--- src/rtl/riscv_pkg.sv ---
// -----------------------------------------------------------------------------
// riscv_pkg
// Shared RV32I pipeline definitions: default widths, major opcode constants,
// ALUop encodings and the EX-stage control bundle used by id_ex_pipe.
// -----------------------------------------------------------------------------
package riscv_pkg;

    // Default datapath and register-index widths
    localparam int XLEN_DEF = 32;
    localparam int REGW_DEF = 5;

    // Major opcodes
    localparam logic [6:0] OP_R     = 7'b0110011;
    localparam logic [6:0] OP_B     = 7'b1100011;
    localparam logic [6:0] OP_LOAD  = 7'b0000011;
    localparam logic [6:0] OP_STORE = 7'b0100011;
    localparam logic [6:0] OP_IMM   = 7'b0010011;

    // ALUop encodings driven by the control unit
    typedef enum logic [1:0] {
        ALUOP_ADD    = 2'b00,
        ALUOP_BRANCH = 2'b01,
        ALUOP_RTYPE  = 2'b10,
        ALUOP_ITYPE  = 2'b11
    } aluop_e;

    // Control signals carried from ID into EX
    typedef struct packed {
        logic [1:0] aluop;
        logic       alusrc;
        logic       mtor;
        logic       regwrite;
        logic       memread;
        logic       memwrite;
        logic       branch;
    } ex_ctrl_t;

    localparam ex_ctrl_t EX_CTRL_NOP = '0;

endpackage : riscv_pkg

--- src/rtl/hazard_detect.sv ---
// -----------------------------------------------------------------------------
// hazard_detect
// Purely combinational load-use hazard detector. Flags a hazard when the
// instruction in EX is a valid load to a non-zero register that the
// instruction in ID actually reads.
//
// Ports:
//   ex_valid, ex_memread, ex_rd   - state of the instruction currently in EX
//   id_valid, id_rs1, id_rs2      - instruction currently in ID
//   ALUsrc, memwrite              - ID control: decide whether rs2 is consumed
//   hazard                        - load-use hazard present this cycle
// -----------------------------------------------------------------------------
module hazard_detect #(
    parameter int REGW = 5
) (
    input  logic            ex_valid,
    input  logic            ex_memread,
    input  logic [REGW-1:0] ex_rd,
    input  logic            id_valid,
    input  logic [REGW-1:0] id_rs1,
    input  logic [REGW-1:0] id_rs2,
    input  logic            ALUsrc,
    input  logic            memwrite,
    output logic            hazard
);

    logic rs1_hit;
    logic rs2_hit;

    assign rs1_hit = (id_rs1 == ex_rd);
    // rs2 is a real operand for register-register ops and for the store data;
    // an I-type instruction only has immediate bits in that field.
    assign rs2_hit = (id_rs2 == ex_rd) & (~ALUsrc | memwrite);

    assign hazard = ex_valid & ex_memread & (ex_rd != '0) & id_valid
                  & (rs1_hit | rs2_hit);

endmodule : hazard_detect

--- src/rtl/id_ex_pipe.sv ---
// -----------------------------------------------------------------------------
// id_ex_pipe
// ID/EX pipeline register for the RV32I 5-stage pipeline. Captures decoded
// controls, operands, immediate and register indices each cycle, inserts a
// bubble on branch flush or load-use hazard, and requests a stall upstream.
//
// Build option:
//   LOAD_USE_STALL_EN - when defined, load-use hazards stall ID and insert a
//                       bubble; when undefined, stall is constantly 0.
//
// Ports:
//   clk, rst                     - clock, synchronous active-high reset
//   id_valid, id_pc, id_*data    - ID instruction, PC and register read data
//   id_imm, id_rs1/rs2/rd        - immediate and register indices
//   id_funct                     - {funct7[5], funct3}
//   ALUop, ALUsrc, MtoR, regwrite,
//   memread, memwrite, branch    - control unit outputs
//   flush                        - taken branch resolved in EX
//   stall                        - load-use hold request to PC and IF/ID
//   ex_*                         - registered copies presented to EX
// -----------------------------------------------------------------------------
module id_ex_pipe
    import riscv_pkg::*;
#(
    parameter int XLEN = XLEN_DEF,
    parameter int REGW = REGW_DEF
) (
    input  logic            clk,
    input  logic            rst,

    input  logic            id_valid,
    input  logic [XLEN-1:0] id_pc,
    input  logic [XLEN-1:0] id_rs1data,
    input  logic [XLEN-1:0] id_rs2data,
    input  logic [XLEN-1:0] id_imm,
    input  logic [REGW-1:0] id_rs1,
    input  logic [REGW-1:0] id_rs2,
    input  logic [REGW-1:0] id_rd,
    input  logic [3:0]      id_funct,
    input  logic [1:0]      ALUop,
    input  logic            ALUsrc,
    input  logic            MtoR,
    input  logic            regwrite,
    input  logic            memread,
    input  logic            memwrite,
    input  logic            branch,
    input  logic            flush,

    output logic            stall,
    output logic            ex_valid,
    output logic [XLEN-1:0] ex_pc,
    output logic [XLEN-1:0] ex_rs1data,
    output logic [XLEN-1:0] ex_rs2data,
    output logic [XLEN-1:0] ex_imm,
    output logic [REGW-1:0] ex_rs1,
    output logic [REGW-1:0] ex_rs2,
    output logic [REGW-1:0] ex_rd,
    output logic [3:0]      ex_funct,
    output logic [1:0]      ex_ALUop,
    output logic            ex_ALUsrc,
    output logic            ex_MtoR,
    output logic            ex_regwrite,
    output logic            ex_memread,
    output logic            ex_memwrite,
    output logic            ex_branch
);

`ifdef LOAD_USE_STALL_EN
    localparam bit STALL_EN = 1'b1;
`else
    localparam bit STALL_EN = 1'b0;
`endif

    logic     hazard_raw;
    logic     hazard;
    logic     insert_bubble;
    ex_ctrl_t id_ctrl;
    ex_ctrl_t ex_ctrl;

    hazard_detect #(
        .REGW (REGW)
    ) u_hazard_detect (
        .ex_valid   (ex_valid),
        .ex_memread (ex_ctrl.memread),
        .ex_rd      (ex_rd),
        .id_valid   (id_valid),
        .id_rs1     (id_rs1),
        .id_rs2     (id_rs2),
        .ALUsrc     (ALUsrc),
        .memwrite   (memwrite),
        .hazard     (hazard_raw)
    );

    // With the stall disabled the detector is gated off and trims away.
    assign hazard = hazard_raw & STALL_EN;

    // A flush kills the ID instruction itself, so holding it would be pointless.
    assign stall = hazard & ~flush;

    assign insert_bubble = flush | hazard;

    // Branches come out of the control unit with regwrite=1; writes to x0 and
    // invalid slots are dropped here so EX/MEM/WB never see them.
    always_comb begin
        id_ctrl          = EX_CTRL_NOP;
        id_ctrl.aluop    = ALUop;
        id_ctrl.alusrc   = ALUsrc;
        id_ctrl.mtor     = MtoR;
        id_ctrl.regwrite = regwrite & id_valid & (id_rd != '0) & ~branch;
        id_ctrl.memread  = memread;
        id_ctrl.memwrite = memwrite;
        id_ctrl.branch   = branch;
    end

    // NOTE: every pipeline state bit uses non-blocking assignment so all fields
    // update together on the edge and the hazard logic sees the old EX state.
    always_ff @(posedge clk) begin
        // Reset, flush and hazard all leave a clean bubble: data and indices
        // are cleared too so nothing stale can alias a later forwarding match.
        if (rst || insert_bubble) begin
            ex_valid   <= 1'b0;
            ex_pc      <= '0;
            ex_rs1data <= '0;
            ex_rs2data <= '0;
            ex_imm     <= '0;
            ex_rs1     <= '0;
            ex_rs2     <= '0;
            ex_rd      <= '0;
            ex_funct   <= '0;
            ex_ctrl    <= EX_CTRL_NOP;
        end else begin
            ex_valid   <= id_valid;
            ex_pc      <= id_pc;
            ex_rs1data <= id_rs1data;
            ex_rs2data <= id_rs2data;
            ex_imm     <= id_imm;
            ex_rs1     <= id_rs1;
            ex_rs2     <= id_rs2;
            ex_rd      <= id_rd;
            ex_funct   <= id_funct;
            ex_ctrl    <= id_ctrl;
        end
    end

    assign ex_ALUop    = ex_ctrl.aluop;
    assign ex_ALUsrc   = ex_ctrl.alusrc;
    assign ex_MtoR     = ex_ctrl.mtor;
    assign ex_regwrite = ex_ctrl.regwrite;
    assign ex_memread  = ex_ctrl.memread;
    assign ex_memwrite = ex_ctrl.memwrite;
    assign ex_branch   = ex_ctrl.branch;

endmodule : id_ex_pipe

--- config.mk ---
export PLATFORM = sky130hd
export DESIGN_NAME = id_ex_pipe
export DESIGN_NICKNAME = d
export VERILOG_FILES = /design/src/rtl/riscv_pkg.sv /design/src/rtl/hazard_detect.sv /design/src/rtl/id_ex_pipe.sv
export SDC_FILE = /design/constraint.sdc
export NUM_CORES = 1
export LEC_CHECK = 0
export ABC_AREA = 1
export CORE_ASPECT_RATIO = 0.8
export CORE_MARGIN = 5
export CORE_UTILIZATION = 32
export CTS_BUF_LIST = sky130_fd_sc_hd__clkbuf_16
export DETAILED_ROUTE_END_ITERATION = 8
export HOLD_SLACK_MARGIN = 0.12
export PLACE_DENSITY = 0.84
export SYNTH_ARGS = -nofsm -noshare
export SYNTH_HDL_FRONTEND = slang
export SYNTH_SLANG_ARGS = --single-unit
--- constraint.sdc ---
create_clock -name clk -period 0.8 [get_ports clk]
set_clock_uncertainty 0.05 [all_clocks]
set_input_delay 0.16 -clock clk [delete_from_list [all_inputs] [get_ports clk]]
set_output_delay 0.16 -clock clk [all_outputs]
set_load 0.05 [all_outputs]
==> results of run 1 <==
==> flip-flops by register name (all words and copies together) (netlist names) <==
register / cells
ex_memread: 1
ex_ALUsrc: 1
ex_imm: 32
ex_pc: 32
ex_MtoR: 1
ex_rs2data: 32
ex_funct: 4
ex_rs1: 5
ex_rd: 5
ex_ALUop: 2
ex_valid: 1
ex_rs2: 5
ex_branch: 1
ex_regwrite: 1
ex_memwrite: 1
ex_rs1data: 32
==> per-stage QoR <==
step	hold slack (ns)	TNS, ns	setup slack [ns]	util (%)	cell area [sq um]
floorplan	0.222	0	0.00267	-	4690
global placement	0.557	-77.09	-0.529	66.9	9570
detailed placement	0.558	-84.21	-0.648	66.9	9570
CTS	0.185	-49.94	-0.352	73.5	10500
global route	0.168	-52.68	-0.366	73.5	10500
finish	0.154	-46.92	-0.335	73.5	10500
==> cells in the final DEF, fill, tap and decap left out, drive strengths merged <==
master and instances:
clkbuf 19, bufinv 4, buf 171, clkinv 7, clkinvlp 2, clkdlybuf4s50 156, nand2 2, nand3 1
dfxtp 156, nor2 160, conb 1, inv 159
==> final cells by class <==
cell class                      instances  area share (%)
Clock inverter                         14            1.70
Multi-Input combinational cell        164            7.65
Sequential cell                       156            31.7
Tap cell                              184            2.19
Inverter                              157            5.68
Timing Repair Buffer                  329            47.0
Timing Repair inverter                  1          0.0595
Clock buffer                           17            4.05
==> worst max-delay path by stage <==
stage,to,depth (start not counted),startpoint,slack (ns)
after floorplan,ex_ALUop[0],0,ex_ALUop[0],0.003
after global placement,ex_rs2data[13],5,flush,-0.53
after detailed placement,ex_pc[6],5,flush,-0.65
after CTS,ex_ALUop[0],1,ex_ALUop[0],-0.35
after global routing,ex_rs1data[20],1,ex_rs1data[20],-0.37
final,ex_ALUop[0],1,ex_ALUop[0],-0.33
==> repair_timing <==
item	4_1_cts	5_1_grt
resized for setup	174	7
endpoints found under the setup margin	312	185
pin swaps	1	1
buffers inserted	2	0
endpoints found under the hold margin	0	0
gates cloned	3	0
==> power groups by stage <==
| stage | Combinational (W) | Clock [W] | Sequential [W] |
|---|---|---|---|
| CTS | 0.00392 | 0.00841 | 0.00842 |
| global route | 0.00408 | 0.00887 | 0.00844 |
| finish | 0.00392 | 0.00830 | 0.00841 |
| floorplan | 0.000529 | 0 | 0.00944 |
| global placement | 0.00374 | 0 | 0.00851 |
| detailed placement | 0.00381 | 0 | 0.00853 |
==> logic make-up (layout without fill, tap and decap cells) <==
| family | count (synthesis) | in the layout |
|---|---|---|
| buf+inv | 175 | 518 |
| flops | 156 | 156 |
| other cells | 1 | 1 |
| simple gates | 163 | 163 |
==> per-layer routing <==
| metal | routed length, um | share of wire (%) | global-route usage (%) |
|---|---|---|---|
| met1 | 5870 | 34 | 19.5 |
| met5 | 0 | 0 | 0 |
| met4 | 354 | 2.1 | 7.46 |
| met3 | 1370 | 7.9 | 7.57 |
| met2 | 9660 | 56 | 37.8 |
==> flow_summary.yaml, run 1 <==
clock_tree:
  h-tree-depth: 4
  cts_hold_buffers: 0
  clk_pin_slew_worst_paths_ns: 0.06
  clockRootBuffer: "clkbuf_16"
  cts_tree: "built"
  clockBufferDepth: 2
  cts_num_sinks: 156
  cts_buffers: 17
synth:
  async_reset_ff_share_pct: 0
  syn_inst: 495
  synth_top_family_by_area: "buffers and inverters"
  ys_seq_elements: 156
  synth_top_area_cell: "dfxtp_1"
  synthMuxAreaShare_pct: 0
  yosys-top-cells-area: "dfxtp_1, inv_1, nor2_1"
  yosys.cell_types.count: 12
  ys_top_cells_by_count: "dfxtp_1, inv_1, nor2_1"
  yosysTopAreaCellShare_pct: 66.7
  yosysWarnings: 0
  synthAdderAreaFrac_pct: 0
  synth_area_sq_um: 4680
  ys_seq_area_share_pct: 66.7
  synth_xor_area_share_pct: 0
  synth-main-ff-cell: "dfxtp_1"
  syn_avg_cell_area_sq_um: 9.46
  syn_nets: 654
  synth_enable_flop_cells: 0
  synth-simple-area-share_pct: 16.3
  synth_compound_area_share_pct: 0
routing:
  first_pass_iters: 4
  drt-total-wl_mm: 17.2
  viasPerCell: 4.03
  ant_nets: 0
  route.detailed.drc: 0
  vias: 4123
  drt-initial-drc-count: 126
  routedWlPerCell_um: 16.9
floorplan:
  core.rowCount: 39
  die_h_um: 118
  die_x_um: 145
  placeableCoreArea_sq_um: 14300
  dieArea_sq_um: 17200
  start_util_pct: 32.8
  io_pins: 316
timing:
  layout_min_cycle_time_ns: 1.13
  max_clock_freq_ghz: 0.881
  setup_violations: 156
  rsz0062_at_grt: "true"
  drv_slew: 0
  setup_slack_ns: -0.335
  final-hold-violation-count: 0
  period_share_pct: 142
finish:
  final_layout_size_suffix_gt1_share_pct: 46.3
  final_cells: 1022
  n_fill_cell: 843
  final_net_count: 985
  register_area_sq_um: 3330
  multi_input_area_sq_um: 805
  num_antenna_cells: 0
  syn_to_final_growth_pct: 124
global_routing:
  grt_max_degree: 35
  grt_pass1_wl_mm: 26.2
  antenna_found_initial: 0
  grt-ovfl-total: 0
  track_usage_pct: 19.9
  grt_pass1_vias: 4496
critical_path:
  critPathCaptureType: "primary output"
  path_class: "flop to primary output"
  critPathMaxFanout: 1
  crit_required_ns: 0.59
  cp-start-kind: "flop"
  max_stage_delay_ns: 0.36
  worstPathCellList: "buf_12"
  critPathBufInv: 1
  critPathSlowestCell: "dfxtp_4"
  arrival_ns: 0.92
  cp_top_family: "flip-flops"
power_and_ir_drop:
  p_int_w: 0.0154
  powerDensity_nw_per_um2: 1960
  leakagePower_nw: 4.89
  p_switching_w: 0.00525
  ir_drop_mv: 1.54
  finalPower_w: 0.0206
  comb_power_share_pct: 19.0
  p_seq_share_pct: 40.8
  p_clk_share_pct: 40.2
  p_sw_share_pct: 25.4
status:
  violations: "negative setup slack"
  status: "complete, but fails checks"
placed_design:
  gp_congestion: 0.839
  port_buffers: 314
  dp_hpwl_mm: 12.9
  dp.cells: 986
hold_path:
  hold_depth: 5
  hold_start: "flush"
  hp-class: "input port to flop"
  min_to: "ex_regwrite"
flow_run:
  cap_viol_max_count: 0
(Power assumes the default switching activity.)
==> inputs of run 2 (changes only) <==
--- a/config.mk
+++ b/config.mk
@@ -7,7 +7,6 @@
 export LEC_CHECK = 0
 export ABC_AREA = 1
 export CORE_ASPECT_RATIO = 0.8
-export CORE_MARGIN = 5
 export CORE_UTILIZATION = 32
 export CTS_BUF_LIST = sky130_fd_sc_hd__clkbuf_16
 export DETAILED_ROUTE_END_ITERATION = 8
==> run 2 against run 1 <==
  * Critical path type unchanged
  * Sequential power hardly changed
  * Flip-flop and latch count stayed put
  * Largest cell class unchanged
  * Power is 1.8% higher
  * Setup slack better by 0.0052 ns
  * Die area is 12% lower
  * The run still ends with negative setup slack left
  * Utilization is 2.2 points higher
==> flow_summary.yaml, run 2 (same netlist as run 1, synthesis figures left out) <==
status:
  status: "complete, but fails checks"
  violations: "negative setup slack"
hold_path:
  hp-class: "input port to flop"
  hold_start: "id_pc[2]"
critical_path:
  path_class: "flop to primary output"
  critPathCaptureType: "primary output"
  crit_required_ns: 0.59
  crit_path_end: "ex_imm[21]"
  cp-start-kind: "flop"
  critPathSlowestCell: "dfxtp_2"
  cp.depth: 1
  crit_start: "ex_imm[21]"
  worstPathCellList: "buf_12"
  critPathMaxFanout: 1
  max_stage_delay_ns: 0.36
  cp_top_family: "flip-flops"
  arrival_ns: 0.92
  critPathBufInv: 1
finish:
  final_layout_size_suffix_gt1_share_pct: 51.9
  final_net_count: 993
  num_antenna_cells: 0
  layout_commonest_cell: "buf_12"
  mostFrequentLayoutCells: "buf_12, inv_1, dfxtp_2, clkdlybuf4s50_1, nor2_1"
  final_area_sq_um: 10800
  final_cells: 1031
  syn_to_final_growth_pct: 131
power_and_ir_drop:
  comb_power_share_pct: 19.6
  p_int_w: 0.0155
  powerDensity_nw_per_um2: 1940
  leakagePower_nw: 4.97
  p_clk_share_pct: 40.3
  p_seq_share_pct: 40.1
  p_sw_share_pct: 26.0
  p_switching_w: 0.00546
  ir_drop_mv: 1.84
placed_design:
  placed_area_sq_um: 9550
  port_buffers: 314
  gp_congestion: 0.771
  dp_hpwl_mm: 11.6
  dp.cells: 986
clock_tree:
  h-tree-depth: 4
  cts_buffers: 17
  clockRootBuffer: "clkbuf_16"
  cts_tree: "built"
  cts_num_sinks: 156
  cts_hold_buffers: 0
  clockBufferDepth: 2
  clk_pin_slew_worst_paths_ns: 0.06
timing:
  layout_min_cycle_time_ns: 1.13
  fin_setup_tns_ns: -47.26
  period_share_pct: 141
  setup_slack_ns: -0.330
  final-hold-violation-count: 0
  max_clock_freq_ghz: 0.885
  drv_slew: 0
  setup_violations: 156
  rsz0062_at_grt: "true"
routing:
  viasPerCell: 4.09
  first_pass_iters: 4
  route.detailed.drc: 0
  routedWlPerCell_um: 17.0
  ant_nets: 0
  drt-initial-drc-count: 172
  drt-total-wl_mm: 17.5
  vias: 4216
flow_run:
  cap_viol_max_count: 0
global_routing:
  grt_max_degree: 36
  antenna_found_initial: 0
  grt_pass1_vias: 4288
  track_usage_pct: 21.1
  grt-ovfl-total: 0
  grt_pass1_wl_mm: 22.6
floorplan:
  io_pins: 316
  dieArea_sq_um: 15100
  placeableCoreArea_sq_um: 14300
  start_util_pct: 32.8
  die_h_um: 110
  core.rowCount: 39
  die_x_um: 137
run 2: cell types whose count changed in the layout (fill, tap and decap cells not counted), moves of 4 or more:
cell | before | now
buf_6 | 0 | 5
clkbuf_16 | 17 | 22
dfxtp_2 | 152 | 156
dfxtp_4 | 4 | 0
nor2_1 | 131 | 87
nor2_2 | 6 | 40
nor2_4 | 23 | 33
run 2: worst min path at each step:
stage | slack, ns | endpoint | cells after the start
2_1_floorplan | 0.22 | ex_ALUop[0] | 2
3_3_place_gp | 0.56 | ex_rs2data[0] | 1
3_5_place_dp | 0.56 | ex_imm[6] | 1
4_1_cts | 0.18 | ex_rs2data[21] | 3
5_1_grt | 0.19 | ex_rs2data[11] | 3
6_report | 0.20 | ex_pc[2] | 3
run 2: area by class of cell:
type / count / area, sq um
tap: 184 / 230
clock inverter: 15 / 196
sequential: 156 / 3320
fill: 810 / 3460
timing repair buffer: 338 / 5100
clock buffer: 17 / 425
multi-input combinational: 164 / 965
inverter: 157 / 597
run 2: through the flow:
step / util (%) / power [W] / worst slack (ns) / hold WS (ns)
floorplan: - / 0.00997 / 0.00267 / 0.222
global placement: 66.8 / 0.0122 / -0.541 / 0.557
detailed placement: 66.8 / 0.0123 / -0.588 / 0.557
CTS: 73.2 / 0.0209 / -0.341 / 0.179
global route: 75.8 / 0.0217 / -0.366 / 0.189
finish: 75.8 / 0.0210 / -0.330 / 0.204
run 2: power by group through the flow:
stage | registers, W | clock network (W) | logic [W]
6_report | 0.00842 | 0.00845 | 0.00412
3_3_place_gp | 0.00850 | 0 | 0.00372
4_1_cts | 0.00842 | 0.00857 | 0.00389
5_1_grt | 0.00844 | 0.00900 | 0.00428
3_5_place_dp | 0.00852 | 0 | 0.00380
2_1_floorplan | 0.00944 | 0 | 0.000529
run 2: what timing repair did:
action,in CTS,in global routing
endpoints found under the setup margin,310,210
buffers inserted,3,2
gates resized for setup,168,67
gates cloned,1,7
pin swaps,1,1
run 2: metal layers:
layer	up-vias	track usage, %	wire length (um)
met3	43	7.91	1260
li1	2008	-	-
met1	1965	18.5	5790
met4	0	12.2	642
met2	200	41.0	9840
met5	-	0	0
run 2: tightest hold or removal path: stages:
cell	delay, ns
clkdlybuf4s50_1	0.39
inv_1	0.05
nor2_1	0.03
==> inputs of run 3 (changes only) <==
--- a/config.mk
+++ b/config.mk
@@ -9,6 +9,7 @@
 export CORE_ASPECT_RATIO = 0.8
 export CORE_UTILIZATION = 32
 export CTS_BUF_LIST = sky130_fd_sc_hd__clkbuf_16
+export CTS_CLUSTER_DIAMETER = 120
 export DETAILED_ROUTE_END_ITERATION = 8
 export HOLD_SLACK_MARGIN = 0.12
 export PLACE_DENSITY = 0.84
==> results of run 3 <==
The final DEF is identical to that of run 2; final timing and power are the same.
